<file path="config.mk">
export PLATFORM = sky130hd
export DESIGN_NAME = uart_tx_fifo
export DESIGN_NICKNAME = d
export VERILOG_FILES = /design/src/rtl/uart_tx_fifo.sv
export SDC_FILE = /design/constraint.sdc
export NUM_CORES = 1
export LEC_CHECK = 0
export ABC_CLOCK_PERIOD_IN_PS = 3700
export BUFFER_PORTS_ARGS = -buffer_cell sky130_fd_sc_hd__buf_2
export CAP_MARGIN = 20
export CORE_ASPECT_RATIO = 0.5
export CORE_MARGIN = 2
export CORE_UTILIZATION = 40
export CTS_CLUSTER_SIZE = 20
export DETAILED_ROUTE_END_ITERATION = 6
export MAX_ROUTING_LAYER = met4
export SETUP_SLACK_MARGIN = 0.1
export SYNTH_ARGS = -nofsm -noshare
export SYNTH_HDL_FRONTEND = slang
export SYNTH_SLANG_ARGS = --single-unit
export TNS_END_PERCENT = 5
</file>
<file path="constraint.sdc">
create_clock -name i_clk -period 3.7 [get_ports i_clk]
set_clock_uncertainty 0.05 [all_clocks]
set_input_delay 0.37 -clock i_clk [delete_from_list [all_inputs] [get_ports i_clk]]
set_output_delay 0.37 -clock i_clk [all_outputs]
set_load 0.02 [all_outputs]
</file>
<file path="src/rtl/uart_tx_fifo.sv">
// uart_tx_fifo: byte FIFO with a drain FSM that feeds uart_top one byte at a time
module uart_tx_fifo #(
  parameter int DEPTH     = 16,
  parameter int AFULL_LVL = DEPTH - 2
) (
  input  logic                   i_clk,
  input  logic                   i_rst_n,
  input  logic                   i_wr_en,
  input  logic [7:0]             i_wr_data,
  output logic                   o_full,
  output logic                   o_almost_full,
  output logic                   o_empty,
  output logic [$clog2(DEPTH):0] o_count,
  output logic                   o_overflow,
  output logic                   o_tx_dv,
  output logic [7:0]             o_tx_byte,
  input  logic                   i_tx_active,
  input  logic                   i_tx_done,
  output logic                   o_busy
);
  localparam int AW = $clog2(DEPTH);
  localparam int CW = AW + 1;
  localparam logic [CW-1:0] FULL_CNT  = CW'(DEPTH);
  localparam logic [CW-1:0] AFULL_CNT = CW'(AFULL_LVL);
  typedef enum logic [1:0] {IDLE, LOAD, WAIT_START, WAIT_DONE} state_t;
  state_t        state;
  logic [7:0]    mem [DEPTH];
  logic [AW-1:0] rd_ptr, wr_ptr;
  logic [CW-1:0] count;
  logic          wr_ok, pop;
  always_comb begin
    wr_ok = i_wr_en && !o_full;
    pop   = state == LOAD;
  end
  assign o_count       = count;
  assign o_full        = count == FULL_CNT;
  assign o_almost_full = count >= AFULL_CNT;
  assign o_empty       = count == '0;
  assign o_busy        = state != IDLE || count != '0;
  always_ff @(posedge i_clk)
    if (wr_ok) mem[wr_ptr] <= i_wr_data;
  always_ff @(posedge i_clk or negedge i_rst_n)
    if (!i_rst_n) begin
      rd_ptr     <= '0;
      wr_ptr     <= '0;
      count      <= '0;
      o_overflow <= 1'b0;
    end else begin
      wr_ptr     <= wr_ok ? wr_ptr + AW'(1) : wr_ptr;
      rd_ptr     <= pop ? rd_ptr + AW'(1) : rd_ptr;
      count      <= count + CW'(wr_ok) - CW'(pop);
      o_overflow <= i_wr_en && o_full;
    end
  // The byte is latched on entry to LOAD so it is valid for the whole strobe cycle; the pop retires it on exit.
  always_ff @(posedge i_clk or negedge i_rst_n)
    if (!i_rst_n) begin
      state     <= IDLE;
      o_tx_dv   <= 1'b0;
      o_tx_byte <= 8'h00;
    end else begin
      o_tx_dv <= 1'b0;
      case (state)
        IDLE: if (count != '0) begin
          state     <= LOAD;
          o_tx_dv   <= 1'b1;
          o_tx_byte <= mem[rd_ptr];
        end
        LOAD:       state <= WAIT_START;
        WAIT_START: state <= i_tx_done ? IDLE : (i_tx_active ? WAIT_DONE : WAIT_START);
        WAIT_DONE:  state <= i_tx_done ? IDLE : WAIT_DONE;
        default:    state <= IDLE;
      endcase
    end
endmodule

</file>
# Word level (Yosys, flattened, before mapping)
# Memories as Yosys holds them, arrays and structs flattened. A register that Yosys moved wholly into a read port is not among the register bits.
# Cells that the tools add are included.
dict set report word_totals {
  output_inout_bits 19
  ff_bits 17
  n_memories 1
  in_bits 13
  mem_bits_rw 128
  wordCells 36
}
# name depth width read_ports rd_ports_with_merged_regs write_ports line_no
set memory_table {}
lappend memory_table {mem 16 8 1 1 1 27} ;# logic [7:0] mem [DEPTH];
dict set report classes {
  addsub 4
  n_reduce_logical 10
  n_mux 9
  n_lt_le_gt_ge 1
  eq_ne 5
}
# operator n
set op_table {}
lappend op_table {{4-bit by 1-bit adder with 4-bit output (second input constant)} 2}
lappend op_table {{2-bit one-hot mux with 4 select lines} 1}
lappend op_table {{2-bit two-way mux} 3}
lappend op_table {{5-bit by 1-bit adder with 5-bit output} 1}
lappend op_table {{5-bit == test (second input constant)} 1}
lappend op_table {{5-bit by 4-bit >= comparator with 1-bit output (second input constant)} 1}
lappend op_table {{5-bit logical NOT} 1}
lappend op_table {{1-bit two-way mux} 5}
lappend op_table {{5-bit nonzero test} 1}
lappend op_table {{5-bit by 1-bit subtractor with 5-bit output} 1}
lappend op_table {{2-bit == test (second input constant)} 2}
lappend op_table {{2-bit by 1-bit == test with 1-bit output (second input constant)} 1}
lappend op_table {{1-bit logical AND} 2}
lappend op_table {{1-bit logical NOT} 2}
lappend op_table {{2-bit logical NOT} 1}
lappend op_table {{2-bit != test (second input constant)} 1}
lappend op_table {{2-bit AND reduction} 1}
lappend op_table {{2-bit nonzero test} 1}
lappend op_table {{1-bit logical OR} 1}

# Depth between registers and ports, before layout
# Gate-level depths: netlist of the first run.
dict set report logic_depth {
  ltp_word 5
  depth_mapped 15
  ltp_nobuf 14
}

# Worst setup path after synthesis of the first run
# OpenSTA, ideal clock, no wires.
dict set report synth_path {
  kind {reg2reg}
  start {register count[2], in the netlist o_count[2]}
  end {register count[4], in the netlist o_count[4]}
  period_less_slack_ps 2838
  path_buffers 1
  t_required_ps 3571
  path_stages_with_launch 16
  arrival_ps 2709
  setup_time_ps 79
  slack_ps 862
  path_cell_list {dfrtp_1 > inv_1 > ha_1 > and4bb_1 > nor2b_1 > buf_4 > inv_2 > ha_1 > inv_1 > ha_1 > inv_1 > fa_1 > inv_1 > a21oi_1 > o21bai_1 > xor2_1}
}
dict set report synth_between {
  elab_chain_cells 5
}
# item line_no
set synth_lines {}
lappend synth_lines {{start, declared} 29} ;# logic [CW-1:0] count;
lappend synth_lines {{start signal, assigned} 51} ;# count <= count + CW'(wr_ok) - CW'(pop);
lappend synth_lines {{5-bit == test} 36} ;# assign o_full = count == FULL_CNT;
lappend synth_lines {{net o_full} 10} ;# output logic o_full,
lappend synth_lines {{1-bit logical NOT} 32} ;# wr_ok = i_wr_en && !o_full;
lappend synth_lines {{1-bit logical AND} 32}
lappend synth_lines {{5-bit by 1-bit adder with 5-bit output} 51}
lappend synth_lines {{5-bit by 1-bit subtractor with 5-bit output} 51}
# The timed path passes the listed nets, and every way through them passes these cells.
# A chain may end at the register's enable or synchronous reset.

# Worst setup path in the final report of the first run
dict set report layout_path {
  start {register count[2], in the netlist o_count[2]}
  end {register count[4], in the netlist o_count[4]}
}
dict set report layout_between {
  elab_chain_cells 5
}
# item line_no
set layout_lines {}
lappend layout_lines {{5-bit == test} 36}
lappend layout_lines {{1-bit logical NOT} 32}
lappend layout_lines {{1-bit logical AND} 32}
lappend layout_lines {{5-bit by 1-bit adder with 5-bit output *} 51}
lappend layout_lines {{5-bit by 1-bit subtractor with 5-bit output *} 51}
# Mark *: on every way between the ends. The rest lies on a longest branch, timed or not.

==> results of run 1 <==
==> area by class of cell <==
class / count / area share
Sequential cell: 153 / 0.611
Timing Repair Buffer: 43 / 0.0355
Inverter: 17 / 0.00871
Clock buffer: 17 / 0.0581
Clock inverter: 15 / 0.0261
Tap cell: 204 / 0.0349
Multi-Input combinational cell: 175 / 0.226
==> through the flow <==
stage	instance area, um^2	power, W	utilization
floorplan	6300	0.00373	-
global placement	6700	0.00420	0.434
global route	7320	0.00627	0.475
detailed placement	6700	0.00421	0.434
CTS	7320	0.00601	0.475
finish	7320	0.00594	0.475
==> state kept, by name, summed over array words and instances, names as in the netlist <==
| name | count |
|---|---|
| o_tx_dv | 1 |
| rd_ptr | 4 |
| o_count | 5 |
| state | 2 |
| o_overflow | 1 |
| mem | 128 |
| wr_ptr | 4 |
| o_tx_byte | 8 |
==> cells by family after synthesis <==
family                     synth area share
AOI/OAI and AO/OA                    0.0441
xor gates and xnor gates             0.0125
adders and majority gates            0.0310
buffers and inverters                0.0282
DFF                                   0.709
muxes                                 0.112
and+or+nand+nor                      0.0635
==> where the power goes <==
part	internal [W]	total (W)	switching, W
Combinational	0.000752	0.00169	0.000943
Clock	0.00108	0.00178	0.000707
Sequential	0.00215	0.00246	0.000302
==> placed cells by master (no fill, tap or decap), drive strengths merged, types with 3 or more instances in the layout <==
master,count
a32oi,6
buf,42
bufinv,3
ha,14
a22oi,15
o21ai,3
inv,23
clkinv,4
edfxtp,128
xor2,3
a21oi,3
nor4,4
nand2b,3
nor2,7
dfrtp,25
nand3,11
nand2,21
clkbuf,17
nor2b,3
xnor2,6
mux4,16
mux2i,32
nor3,4
and2,6
==> per-layer routing <==
metal | GRT usage | vias to the layer above | routed length, um
met1 | 0.216 | 1615 | 5850
met5 | - | - | 0
met3 | 0.0417 | 10 | 563
met2 | 0.231 | 54 | 5400
li1 | - | 1487 | -
met4 | 0.0589 | 0 | 106
==> worst max path at each step <==
stage | startpoint | end | slack [ns] | depth (start not counted)
5_1_grt | o_count[2] | o_count[4] | 0.63 | 15
4_1_cts | o_count[2] | o_count[4] | 0.88 | 15
3_3_place_gp | o_count[2] | o_count[4] | 0.96 | 15
2_1_floorplan | o_count[2] | o_count[4] | 0.86 | 15
3_5_place_dp | o_count[2] | o_count[4] | 0.89 | 15
6_report | o_count[2] | o_count[4] | 0.90 | 15
==> cells in the mapped netlist, types with 5 or more instances <==
library cell    n
a22oi_1        14
a32oi_2         6
and2_1          5
buf_2           7
clkbuf_1        6
dfrtp_1        25
edfxtp_1      128
ha_1           14
inv_1          15
mux2i_1        32
mux4_2         16
nand2_1        21
nand3_1        11
nor2_1          7
xnor2_1         6
==> worst max-delay path: cells and delay by family, from the launching register on <==
family	cells	cell delay (ns)
compound gates	2	0.21
xor+xnor	1	0.15
buf+inv	6	0.52
flops	1	0.42
fa+ha+maj	4	1.06
simple gates	2	0.33
==> impl_metrics.ini, run 1 <==
[place]
gp_congestion = 0.774
port_buffers = 31
dp_cells = 591
pre_cts_ws_ns = 0.892
hpwl_mm = 7.96

[floorplanning]
pin_count = 32
coreArea_um2 = 15400
start_util = 0.409
die_area_um2 = 16800
die_h_um = 92.8
rows = 32
die_w_um = 182

[clock_network]
postCtsHoldBufs = 1
ctsHtreeMaxLevel = 4
insertion_delay_ns = 0.42
clock-sinks = 153
cts_resized = 0
cts_root_buf = clkbuf_16
clk_pin_slew_ns = 0.06
clockBufferDepth = 2
postCtsSetupBuffers = 0
cts_made_buffers = 17
cts_tree = done

[sta]
slew_headroom = 0.419
tightest_slew_ns = 0.869
hold_viol = 0
fmax_ghz = 0.357
rsz0062_at_grt = no
slew_violations = 0
worst_slack_ns = 0.897
fin_crit_sh = 0.758
hold_slack_ns = 0.117
setup_viol = 0
setup_tns_ns = 0
min_period_ns = 2.80

[worst_setup_path]
cp_data_arrival_time_ns = 3.10
slowest_delay_ns = 0.42
crit_fanout = 8
path_common_cell = inv_1
startpoint_type = flip-flop
r2r_start = o_count[2]
critPathKind = reg -> reg
worstPathCellList = inv_1 > ha_1 > and4bb_1 > nor2b_1 > buf_4 > inv_2 > ha_1 > inv_1 > ha_1 > inv_1 > fa_1 > inv_1 > a21oi_1 > o21bai_1 > xor2_1
r2r-end = o_count[4]
cp-end-kind = flip-flop
cp.required_ns = 3.99
reg2reg_slack_ns = 0.90
worstRegToRegCells = 15
slowest_stage = dfrtp_1

[worst_hold_path]
hp-start = i_wr_en
hold_class = in -> reg
whs_path_depth = 2
whs_endpoint = o_overflow

[final_layout]
nets = 435
fillers = 1264
syn_to_final_growth_pct = 16.2
multi_input_area_um2 = 1660
drive_gt1_frac = 0.250
seq_area_um2 = 4470
diodes = 0
finalNonFillerCells = 624

[yosys]
yosysSeqAreaShare = 0.709
postSynthAreaPerCell_um2 = 17.3
synth_edf_count = 128
synth_top_area_cell = edfxtp_1
synthesis.nets = 392
synth_top_area_frac = 0.610
synth-seq-cells = 153
synthesis.instances = 364
ys_async_sr_fraction = 0.163
yosysWarningCount = 0
synth_area_leaders = edfxtp_1 61%, dfrtp_1 9.9%, mux4_2 5.7%, mux2i_1 5.1%, ha_1 2.8%
syn_area_um2 = 6300
ys.flop_type = edfxtp_1
netlist-cell-type-count = 43

[route]
drt_iter0_drc = 308
num_vias = 3166
via_per_inst = 5.07
drt_pass1_iterations = 4
wl_per_cell_um = 19.1
detail-route-antenna-nets = 0
totalWireLength_mm = 11.9
drc = 0

[global_route]
antenna_found_initial = 0
grt_pass1_wl_mm = 18.8
grt_overflow = 0
gr-usage-all-layers = 0.159
grt_pass1_vias = 3223
grt_max_degree = 34

[power_and_ir_drop]
p_leak_nw = 2.67
p_per_area_nw_per_um2 = 811
worst_ir_drop_vdd_mv = 0.327

[outcome]
status = finished, final reports clean

[run]
max_cap_viol_count = 0
(Power assumes the default switching activity.)
==> inputs of run 2 (changes only) <==
--- a/config.mk
+++ b/config.mk
@@ -5,7 +5,7 @@
 export SDC_FILE = /design/constraint.sdc
 export NUM_CORES = 1
 export LEC_CHECK = 0
-export ABC_CLOCK_PERIOD_IN_PS = 3700
+export ABC_CLOCK_PERIOD_IN_PS = 2700
 export BUFFER_PORTS_ARGS = -buffer_cell sky130_fd_sc_hd__buf_2
 export CAP_MARGIN = 20
 export CORE_ASPECT_RATIO = 0.5
==> constraint.sdc (replaced) <==
create_clock -name i_clk -period 2.7 [get_ports i_clk]
set_clock_uncertainty 0.05 [all_clocks]
set_input_delay 0.27 -clock i_clk [delete_from_list [all_inputs] [get_ports i_clk]]
set_output_delay 0.27 -clock i_clk [all_outputs]
set_load 0.02 [all_outputs]
==> run 2 against run 1 <==
Compared with the run above: combinational power grew 60%; core utilization grew 0.97 points; sequential power grew 33%; global-route usage grew 0.33 points; clock power grew 26%; sequential share of layout area shrank 1.2 points; clock-buffer cell count grew 1; first-iteration DRC count shrank 35%; die area is the same; final area grew 2.1%; total power grew 39%; critical endpoint unchanged; largest cell class unchanged; highest routed layer unchanged.
==> impl_metrics.ini, run 2 (synthesized netlist as in run 1, its figures left out) <==
[global_route]
grt_overflow = 0
antenna_found_initial = 0
grt_pass1_vias = 3269
grt_pass1_wl_mm = 19.2
grt_max_degree = 26
gr-usage-all-layers = 0.162

[outcome]
status = finished, final reports clean

[worst_setup_path]
r2r-end = o_count[4]
cp-end-kind = flip-flop
cp.required_ns = 2.98
startpoint_type = flip-flop
critPathKind = reg -> reg
crit_fanout = 6
reg2reg_slack_ns = 0.24
worstRegToRegCells = 14
r2r_start = o_count[3]
cp_data_arrival_time_ns = 2.74

[clock_network]
clock-sinks = 153
insertion_delay_ns = 0.41
cts_made_buffers = 17
cts_root_buf = clkbuf_16
ctsHtreeMaxLevel = 4
clk_pin_slew_ns = 0.06
clockBufferDepth = 2
cts_tree = done

[run]
max_cap_viol_count = 0

[sta]
rsz0062_at_grt = no
setup_tns_ns = 0
min_period_ns = 2.46
slew_violations = 0
fmax_ghz = 0.407
setup_viol = 0
slew_headroom = 0.519
fin_crit_sh = 0.911
tightest_slew_ns = 0.722
hold_viol = 0

[final_layout]
final_common_cell = edfxtp_1
drive_gt1_frac = 0.304
fillers = 1287
diodes = 0
syn_to_final_growth_pct = 18.6
top_register = mem
nets = 454
largest_register_ffs = 128
mostFrequentLayoutCells = 128 x edfxtp_1, 32 x mux2i_1, 31 x buf_2, 28 x buf_4, 22 x dfrtp_1

[route]
drt_iter0_drc = 199
detail-route-antenna-nets = 0
wl_per_cell_um = 19.1
via_per_inst = 5.10
num_vias = 3277
totalWireLength_mm = 12.3
drt_pass1_iterations = 5
drc = 0

[floorplanning]
rows = 32
die_w_um = 182
die_area_um2 = 16800
pin_count = 32
die_h_um = 92.8
start_util = 0.409
coreArea_um2 = 15400

[place]
gp_congestion = 0.835
port_buffers = 31
hpwl_mm = 8.49

[power_and_ir_drop]
p_leak_nw = 2.74
worst_ir_drop_vdd_mv = 0.727
p_per_area_nw_per_um2 = 1100
power_w = 0.00824

[worst_hold_path]
hp-start = i_wr_en
whs_endpoint = o_overflow
hold_class = in -> reg
whs_path_depth = 2
[run 2: cell count changes in the layout (fill, tap and decap cells not counted), moves of 2 or more]
cell,change
buf_4,+18
ha_1,-3
inv_2,+3
ha_4,+3
clkinv_2,+4
inv_1,-4
dfrtp_1,-2
inv_6,-4
dfrtp_2,+2
[run 2: worst max-delay path by stage]
stage	cells past startpoint	startpoint	slack [ns]	to
after floorplan	15	o_count[2]	0.12	o_count[4]
after global placement	14	o_count[2]	0.19	o_count[4]
after detailed placement	14	o_count[2]	0.08	o_count[4]
after CTS	14	o_count[2]	0.14	o_count[4]
after global routing	14	o_count[3]	0.11	o_count[4]
final	14	o_count[3]	0.24	o_count[4]
[run 2: power by group]
part           internal [W]  leakage [nW]  total (W)  switching, W
sequential          0.00296          1.46    0.00328      0.000321
combinational       0.00123          1.01    0.00271       0.00149
clock               0.00135         0.273    0.00225      0.000898
total               0.00553          2.74    0.00824       0.00270
[run 2: repair_timing]
action,4_1_cts,5_1_grt
hold endpoints to repair,25,0
endpoints found under the setup margin,1,1
hold buffers,1,0
setup buffers,0,3
gates resized for setup,1,1
pin swaps,0,2
[run 2: layout make-up]
type	instances	area [um^2]	share of cell area
flip-flops and latches	153	4470	0.599
clock inverters	13	130	0.0174
multi-input cells	175	1700	0.228
clock buffers	18	429	0.0574
well taps	204	255	0.0342
inverters	17	66.3	0.00887
repair buffers	62	415	0.0556
[run 2: layer usage]
| layer | track usage | wire, um | up-vias |
|---|---|---|---|
| met5 | - | 0 | - |
| li1 | - | - | 1524 |
| met4 | 0.0325 | 82 | 0 |
| met2 | 0.233 | 5470 | 74 |
| met1 | 0.229 | 6090 | 1671 |
| met3 | 0.0495 | 615 | 8 |
[run 2: worst max-delay path: stages, from the launching register on]
cell      delay (ns)
dfrtp_2         0.39
inv_2           0.07
ha_4            0.15
and4bb_2        0.26
nor2b_4         0.14
inv_4           0.07
ha_4            0.23
inv_2           0.06
ha_4            0.13
inv_2           0.04
fa_2            0.36
inv_1           0.06
a21oi_1         0.06
o21bai_1        0.15
xor2_1          0.16
[run 2: through the flow]
stage,setup WS [ns],util,hold slack (ns),std cells,cell area [um^2]
finish,0.240,0.485,0.0449,642,7470
global route,0.106,0.485,0.0510,642,7470
CTS,0.137,0.483,0.0357,639,7440
detailed placement,0.0843,0.446,0.270,607,6870
global placement,0.187,0.446,0.272,607,6870
floorplan,0.121,-,-0.0756,364,6350
